## src/rtl/branch_resolve_pkg.sv

```systemverilog
// branch_resolve_pkg: funct3 encodings, FSM states and link increment shared by branch_resolve files.
package branch_resolve_pkg;
   localparam logic [2:0] F3_BEQ  = 3'b000;
   localparam logic [2:0] F3_BNE  = 3'b001;
   localparam logic [2:0] F3_BLT  = 3'b100;
   localparam logic [2:0] F3_BGE  = 3'b101;
   localparam logic [2:0] F3_BLTU = 3'b110;
   localparam logic [2:0] F3_BGEU = 3'b111;
   typedef enum logic [1:0] {IDLE = 2'd0, REDIRECT = 2'd1, FLUSH = 2'd2} state_e;
   localparam logic [31:0] PC_STEP = 32'h4;
endpackage

```

## src/rtl/branch_resolve_if.sv

```systemverilog
// branch_resolve_if: execute-side inputs and fetch/pipeline-side outputs of branch_resolve.
interface branch_resolve_if;
   logic        i_valid;
   logic        i_is_jal;
   logic        i_is_jalr;
   logic [2:0]  i_funct3;
   logic [31:0] i_pc;
   logic [31:0] i_rs1;
   logic [31:0] i_rs2;
   logic [31:0] i_imm;
   logic        i_fetch_ready;
   logic        b_taken_out;
   logic [31:0] b_pc_out;
   logic        flush_out;
   logic        busy_out;
   logic [31:0] link_out;
   logic        misalign_out;
   modport master (
      output i_valid, i_is_jal, i_is_jalr, i_funct3, i_pc, i_rs1, i_rs2, i_imm, i_fetch_ready,
      input  b_taken_out, b_pc_out, flush_out, busy_out, link_out, misalign_out
   );
   modport slave (
      input  i_valid, i_is_jal, i_is_jalr, i_funct3, i_pc, i_rs1, i_rs2, i_imm, i_fetch_ready,
      output b_taken_out, b_pc_out, flush_out, busy_out, link_out, misalign_out
   );
endinterface

```

## src/rtl/branch_cmp.sv

```systemverilog
// branch_cmp: conditional-branch decision from funct3 and the two operands.
module branch_cmp
   import branch_resolve_pkg::*;
(
   input  logic [2:0]  funct3_i,
   input  logic [31:0] rs1_i,
   input  logic [31:0] rs2_i,
   output logic        taken_o
);
   logic eq, lt, ltu;
   always_comb begin
      eq  = rs1_i == rs2_i;
      lt  = $signed(rs1_i) < $signed(rs2_i);
      ltu = rs1_i < rs2_i;
      taken_o = (funct3_i == F3_BEQ)  ? eq   :
                (funct3_i == F3_BNE)  ? !eq  :
                (funct3_i == F3_BLT)  ? lt   :
                (funct3_i == F3_BGE)  ? !lt  :
                (funct3_i == F3_BLTU) ? ltu  :
                (funct3_i == F3_BGEU) ? !ltu : 1'b0;
   end
endmodule

```

## src/rtl/branch_resolve.sv

```systemverilog
// branch_resolve: execute-stage branch/jump resolution, redirect handshake and flush sequencing.
// Optional misaligned-target trap enabled by defining BRANCH_MISALIGN_TRAP_EN.
module branch_resolve
   import branch_resolve_pkg::*;
#(
   parameter int FLUSH_CYCLES = 2
) (
   input logic             i_clk,
   input logic             i_rst_n,
   branch_resolve_if.slave bus
);
   logic        cmp_taken, is_jump, taken, mis, accept;
   logic [31:0] raw, target;
   state_e      state_q;
   logic [3:0]  cnt_q;
   logic        taken_q, flush_q;
   logic [31:0] pc_q, link_q;

   branch_cmp u_cmp (
      .funct3_i (bus.i_funct3),
      .rs1_i    (bus.i_rs1),
      .rs2_i    (bus.i_rs2),
      .taken_o  (cmp_taken)
   );

   always_comb begin
      is_jump = bus.i_is_jal | bus.i_is_jalr;
      taken   = is_jump | cmp_taken;
      raw     = bus.i_is_jalr ? ((bus.i_rs1 + bus.i_imm) & ~32'h1) : (bus.i_pc + bus.i_imm);
`ifdef BRANCH_MISALIGN_TRAP_EN
      mis     = |raw[1:0];
      target  = raw;
`else
      mis     = 1'b0;
      target  = raw & ~32'h3;
`endif
      accept  = bus.i_valid & taken & ~mis;
   end

`ifdef BRANCH_MISALIGN_TRAP_EN
   logic mis_q;
   // Pulse lands where b_taken_out would have risen for an aligned target
   always_ff @(posedge i_clk)
      if (!i_rst_n) mis_q <= 1'b0;
      else mis_q <= (state_q == IDLE) & bus.i_valid & taken & mis;
   assign bus.misalign_out = mis_q;
`else
   assign bus.misalign_out = 1'b0;
`endif

   always_ff @(posedge i_clk) begin
      if (!i_rst_n) begin
         state_q <= IDLE;
         cnt_q   <= 4'd0;
         taken_q <= 1'b0;
         flush_q <= 1'b0;
         pc_q    <= 32'h0;
         link_q  <= 32'h0;
      end else begin
         case (state_q)
            IDLE: begin
               if (bus.i_valid & is_jump) link_q <= bus.i_pc + PC_STEP;
               if (accept) begin
                  state_q <= REDIRECT;
                  taken_q <= 1'b1;
                  flush_q <= 1'b1;
                  pc_q    <= target;
               end
            end
            REDIRECT: begin
               if (bus.i_fetch_ready) begin
                  state_q <= FLUSH;
                  taken_q <= 1'b0;
                  cnt_q   <= 4'(FLUSH_CYCLES - 1);
               end
            end
            FLUSH: begin
               if (cnt_q == 4'd0) begin
                  state_q <= IDLE;
                  flush_q <= 1'b0;
               end else begin
                  cnt_q <= cnt_q - 4'd1;
               end
            end
            default: state_q <= IDLE;
         endcase
      end
   end

   assign bus.b_taken_out = taken_q;
   assign bus.b_pc_out    = pc_q;
   assign bus.flush_out   = flush_q;
   assign bus.busy_out    = state_q != IDLE;
   assign bus.link_out    = link_q;
endmodule

```

## src/flat_wrapper.sv

```systemverilog
// flat-port wrapper written by rule: the top's interface ports become plain ports
module branch_resolve_flat import branch_resolve_pkg::*;
#(
   parameter int FLUSH_CYCLES = 2
)
  (i_clk, i_rst_n, bus_i_valid, bus_i_is_jal, bus_i_is_jalr, bus_i_funct3, bus_i_pc, bus_i_rs1, bus_i_rs2, bus_i_imm, bus_i_fetch_ready, bus_b_taken_out, bus_b_pc_out, bus_flush_out, bus_busy_out, bus_link_out, bus_misalign_out);
  branch_resolve_if bus_i ();
  input logic i_clk;
  input logic i_rst_n;
  input wire logic [$bits(bus_i.i_valid)-1:0] bus_i_valid;
  input wire logic [$bits(bus_i.i_is_jal)-1:0] bus_i_is_jal;
  input wire logic [$bits(bus_i.i_is_jalr)-1:0] bus_i_is_jalr;
  input wire logic [$bits(bus_i.i_funct3)-1:0] bus_i_funct3;
  input wire logic [$bits(bus_i.i_pc)-1:0] bus_i_pc;
  input wire logic [$bits(bus_i.i_rs1)-1:0] bus_i_rs1;
  input wire logic [$bits(bus_i.i_rs2)-1:0] bus_i_rs2;
  input wire logic [$bits(bus_i.i_imm)-1:0] bus_i_imm;
  input wire logic [$bits(bus_i.i_fetch_ready)-1:0] bus_i_fetch_ready;
  output wire logic [$bits(bus_i.b_taken_out)-1:0] bus_b_taken_out;
  output wire logic [$bits(bus_i.b_pc_out)-1:0] bus_b_pc_out;
  output wire logic [$bits(bus_i.flush_out)-1:0] bus_flush_out;
  output wire logic [$bits(bus_i.busy_out)-1:0] bus_busy_out;
  output wire logic [$bits(bus_i.link_out)-1:0] bus_link_out;
  output wire logic [$bits(bus_i.misalign_out)-1:0] bus_misalign_out;
  assign bus_i.i_valid = bus_i_valid;
  assign bus_i.i_is_jal = bus_i_is_jal;
  assign bus_i.i_is_jalr = bus_i_is_jalr;
  assign bus_i.i_funct3 = bus_i_funct3;
  assign bus_i.i_pc = bus_i_pc;
  assign bus_i.i_rs1 = bus_i_rs1;
  assign bus_i.i_rs2 = bus_i_rs2;
  assign bus_i.i_imm = bus_i_imm;
  assign bus_i.i_fetch_ready = bus_i_fetch_ready;
  assign bus_b_taken_out = bus_i.b_taken_out;
  assign bus_b_pc_out = bus_i.b_pc_out;
  assign bus_flush_out = bus_i.flush_out;
  assign bus_busy_out = bus_i.busy_out;
  assign bus_link_out = bus_i.link_out;
  assign bus_misalign_out = bus_i.misalign_out;
  branch_resolve #(.FLUSH_CYCLES(FLUSH_CYCLES)) u_core (.i_clk(i_clk), .i_rst_n(i_rst_n), .bus(bus_i));
endmodule
```

## config.mk

```make
export PLATFORM = sky130hd
export DESIGN_NAME = branch_resolve_flat
export DESIGN_NICKNAME = d
export VERILOG_FILES = /design/src/rtl/branch_resolve_pkg.sv /design/src/rtl/branch_resolve_if.sv /design/src/rtl/branch_cmp.sv /design/src/rtl/branch_resolve.sv /design/src/flat_wrapper.sv
export SDC_FILE = /design/constraint.sdc
export NUM_CORES = 1
export LEC_CHECK = 0
export CORE_ASPECT_RATIO = 0.5
export CORE_MARGIN = 4
export CORE_UTILIZATION = 45
export DETAILED_ROUTE_END_ITERATION = 7
export HOLD_SLACK_MARGIN = 0.03
export MAX_ROUTING_LAYER = met4
export PLACE_DENSITY = 0.86
export SKIP_LAST_GASP = 1
export SYNTH_ARGS = -nofsm -noshare
export SYNTH_HDL_FRONTEND = slang
export SYNTH_SLANG_ARGS = --single-unit
```

## constraint.sdc

```tcl
create_clock -name i_clk -period 8.45 [get_ports i_clk]
set_input_delay 1.69 -clock i_clk [delete_from_list [all_inputs] [get_ports i_clk]]
set_output_delay 1.69 -clock i_clk [all_outputs]
set_load 0.05 [all_outputs]
```

==> out/qor.csv <==
stage;metric;value;unit
status;status;complete, no violations;
layout;Sequential cell area;1401;um^2
clock_network;H-tree lvl count;3;
min_path;HP Start;u_core.bus.b_taken_out;
critical_path;Cell Chain, Critical Path;clkdlybuf4s50_1 -> ha_1 -> nand4_1 -> nor3_2 -> o221ai_1 -> o2111ai_2 -> o21ai_0 -> nor4b_4 -> nor2_4 -> buf_4 -> o221ai_1 -> o211a_1;
power_and_ir_drop;PwrDens;151.7;nW/um^2
critical_path;critical path class;in2reg;
global_route;global-route wire length before repair;36280;um
critical_path;reg2reg start;u_core.state_q[0];
critical_path;reg2reg setup slack;5.93;ns
critical_path;reg2reg end;u_core.bus.b_pc_out[19];
logic_synthesis;FFs w/ async S/R, synth;0;%
logic_synthesis;Mapped Area;7063;um^2
placed_design;dpl cell area;9235;um^2
clock_network;TritonCTS clock tree;yes;
critical_path;Critical Path AT;5.86;ns
critical_path;Worst Path Buf+Inv;2;
layout;fraction of layout cells with a size suffix above 1;6.077;%
timing;period utilization;66.69;%
floorplanning;Die Wd;185.2;um
logic_synthesis;Avg Inst Size Synth;7.900;um^2
global_route;total gr overflow;0;
timing;Worst-Margin Slew;0.9678;ns
clock_network;CTS-repair resized insts;0;
floorplanning;initial cell density of the core;45.94;%
timing;Layout Skew;0.007686;ns
placed_design;DPL Wire Length;19240;um
placed_design;routability cong.;0.9477;
layout;design area;9543;um^2
logic_synthesis;Post-Synthesis Cells;894;
critical_path;Crit Path Max Fanout;37;
drt;Antenna Nets Post-Route;0;
logic_synthesis;number of enable flip-flop cells after synthesis;0;
critical_path;Crit-path slowest cell;nor2_4;
critical_path;CP endpoint kind;register;
clock_network;Num CTS Buffers;9;
critical_path;worst endpoint required time;8.68;ns
clock_network;clk buf depth;2;
clock_network;Setup Fix Bufs, Post-CTS;0;
drt;DRC;0;
logic_synthesis;FF+latch count, synth;70;
drt;vias per cell;5.796;
logic_synthesis;Synth cell types;86;
clock_network;CTS Root Cell;clkbuf_16;
global_route;number of global-route vias before repair;7239;
critical_path;critical path launch point;bus_i_rs1[31];
drt;vias;7477;
logic_synthesis;Synth area leader;dfxtp_1;
clock_network;# hold bufs at CTS;0;
min_path;Worst Hold Depth;2;
layout;fin nets;1313;
logic_synthesis;Synth Flop Type;dfxtp_1;
timing;min Tclk post-route;5.635;ns
placed_design;# port buffers;201;
job;max_cap viols;0;
logic_synthesis;most frequent cell after synthesis;ha_1;
timing;Max Fclk;177.5;MHz
logic_synthesis;most frequent cells after synthesis;95 x ha_1, 87 x nor2_1, 72 x a21oi_1, 72 x nand2_1, 70 x dfxtp_1;
drt;DRT Wirelength;23550;um
clock_network;CTS sink count;70;
layout;final core utilization;62.07;%
power_and_ir_drop;Lkg Pwr;3.957;nW
floorplanning;Top Ports;205;
layout;Area Overhead vs Synth;35.11;%
global_route;Overall Global Routing Usage;26.23;%
logic_synthesis;yosys warns;0;
timing;RSZ-0062 raised after global routing;false;
critical_path;startpoint types;primary input;
timing;setup_tns;0;ns
critical_path;reg2reg path depth;5;
timing;final hold slack;0.4651;ns
timing;relative slew slack;35.33;%
clock_network;CTS clock-pin slew for the worst setup and hold paths;0.06;ns
drt;WL/cell;18.26;um
timing;final hold viol count;0;
min_path;worst min path class;reg2reg;
drt;drt pass-1 iters;5;
logic_synthesis;sequential-to-total area share from yosys stat;19.84;%
floorplanning;row count;32;
logic_synthesis;Area contributors post-synth;dfxtp_1 20%, ha_1 17%, xor2_1 5.6%;
floorplanning;die area;17890;um^2
drt;initial drt markers;556;
layout;ANT cells;0;
timing;Slew Limit Fails;0;
critical_path;Top delay family on crit path;simple AND/OR/NAND/NOR gates;
layout;Fillers;1337;
global_route;initial antenna violation count;0;
min_path;Hold Path End;u_core.bus.b_taken_out;
timing;Final setup viols;0;
logic_synthesis;post-synth top area share;19.84;%
clock_network;worst-skew pair later-pin latency;0.34;ns
critical_path;Most Frequent Cell on Critical Path;o221ai_1;
power_and_ir_drop;Peak VDD IR;0.08288;mV
critical_path;CP peak stage delay;0.77;ns
global_route;largest net degree at the start of global routing;61;
floorplanning;die height;96.59;um
floorplanning;Core ar.;15370;um^2
layout;multi-input logic area;5326;um^2
per-layer routing:
layer  global-route usage, %  vias to the layer above  part of all wire (%)  wire length, um
met2                   42.85                      303                    46            10780
met5                       -                        -                     0                0
met3                   4.076                       60                   7.5             1762
li1                        -                     3656                     -                -
met1                   33.77                     3458                    44            10400
met4                   8.486                        0                   2.6              605
power breakdown:
group | switching (mW) | internal, mW
registers | 0.0210 | 0.365
clock network | 0.159 | 0.238
logic | 0.396 | 0.270
total | 0.575 | 0.873
cells by family (layout without fill, tap and decap cells):
logic type,Yosys count,after routing,share of synthesized area (%)
compound gates,264,264,26.24
xor+xnor,74,74,9.176
fa+ha+maj,95,95,16.83
buf+inv,85,275,4.960
flops,70,70,19.84
mux,11,11,1.647
other cells,1,3,0.05309
simple gates,294,294,21.26
final cells by class:
type / count / area share [%]
clock buffers: 10 / 2.504
repair buffers: 207 / 21.55
clock inverters: 6 / 0.7211
inverters: 52 / 2.045
well taps: 204 / 2.675
multi-input cells: 741 / 55.81
flip-flops and latches: 70 / 14.68
registers in the layout, indices dropped and copies added, names as in the netlist:
signal / flops
u_core.bus.b_taken_out: 1
u_core.cnt_q: 4
u_core.bus.flush_out: 1
u_core.bus.b_pc_out: 30
u_core.bus.link_out: 32
u_core.state_q: 2
per-stage QoR:
step	power (mW)	cells	setup WS, ns
5_1_grt	1.515	1290	2.783
6_report	1.448	1290	2.815
2_1_floorplan	0.8213	896	4.505
3_3_place_gp	1.033	1274	2.700
4_1_cts	1.443	1290	2.958
3_5_place_dp	1.048	1274	2.643
worst reg2reg max path, stage by stage (launching register included):
cell      delay, ns
dfxtp_1        0.36
or3b_1         0.54
nor2_4         0.79
buf_4          0.40
o221ai_1       0.16
o211a_1        0.16
how the worst max path moves through the flow:
stage	end	slack (ns)	cells after the start
after floorplan	u_core.bus.b_pc_out[30]	4.51	10
after global placement	u_core.bus.b_pc_out[19]	2.70	12
after detailed placement	u_core.bus.b_pc_out[19]	2.64	12
after CTS	u_core.bus.b_pc_out[19]	2.96	12
after global routing	u_core.bus.b_pc_out[19]	2.78	12
final	u_core.bus.b_pc_out[19]	2.81	12
layout by cell type (no fill, tap or decap), types with 16 or more instances in the layout:
| cell | netlist | routed |
|---|---|---|
| dfxtp_1 | 70 | 70 |
| nand3_1 | 26 | 26 |
| a21oi_1 | 72 | 72 |
| xor2_1 | 45 | 45 |
| ha_1 | 95 | 95 |
| nand4_1 | 16 | 16 |
| o21ai_0 | 32 | 32 |
| inv_1 | 50 | 50 |
| clkdlybuf4s50_1 | 0 | 201 |
| nor2_1 | 87 | 86 |
| nand2_1 | 72 | 72 |
| o21ai_1 | 22 | 22 |
| xnor2_1 | 29 | 29 |
| a211oi_1 | 33 | 33 |
No activity file was read; power rests on OpenSTA's default activity.
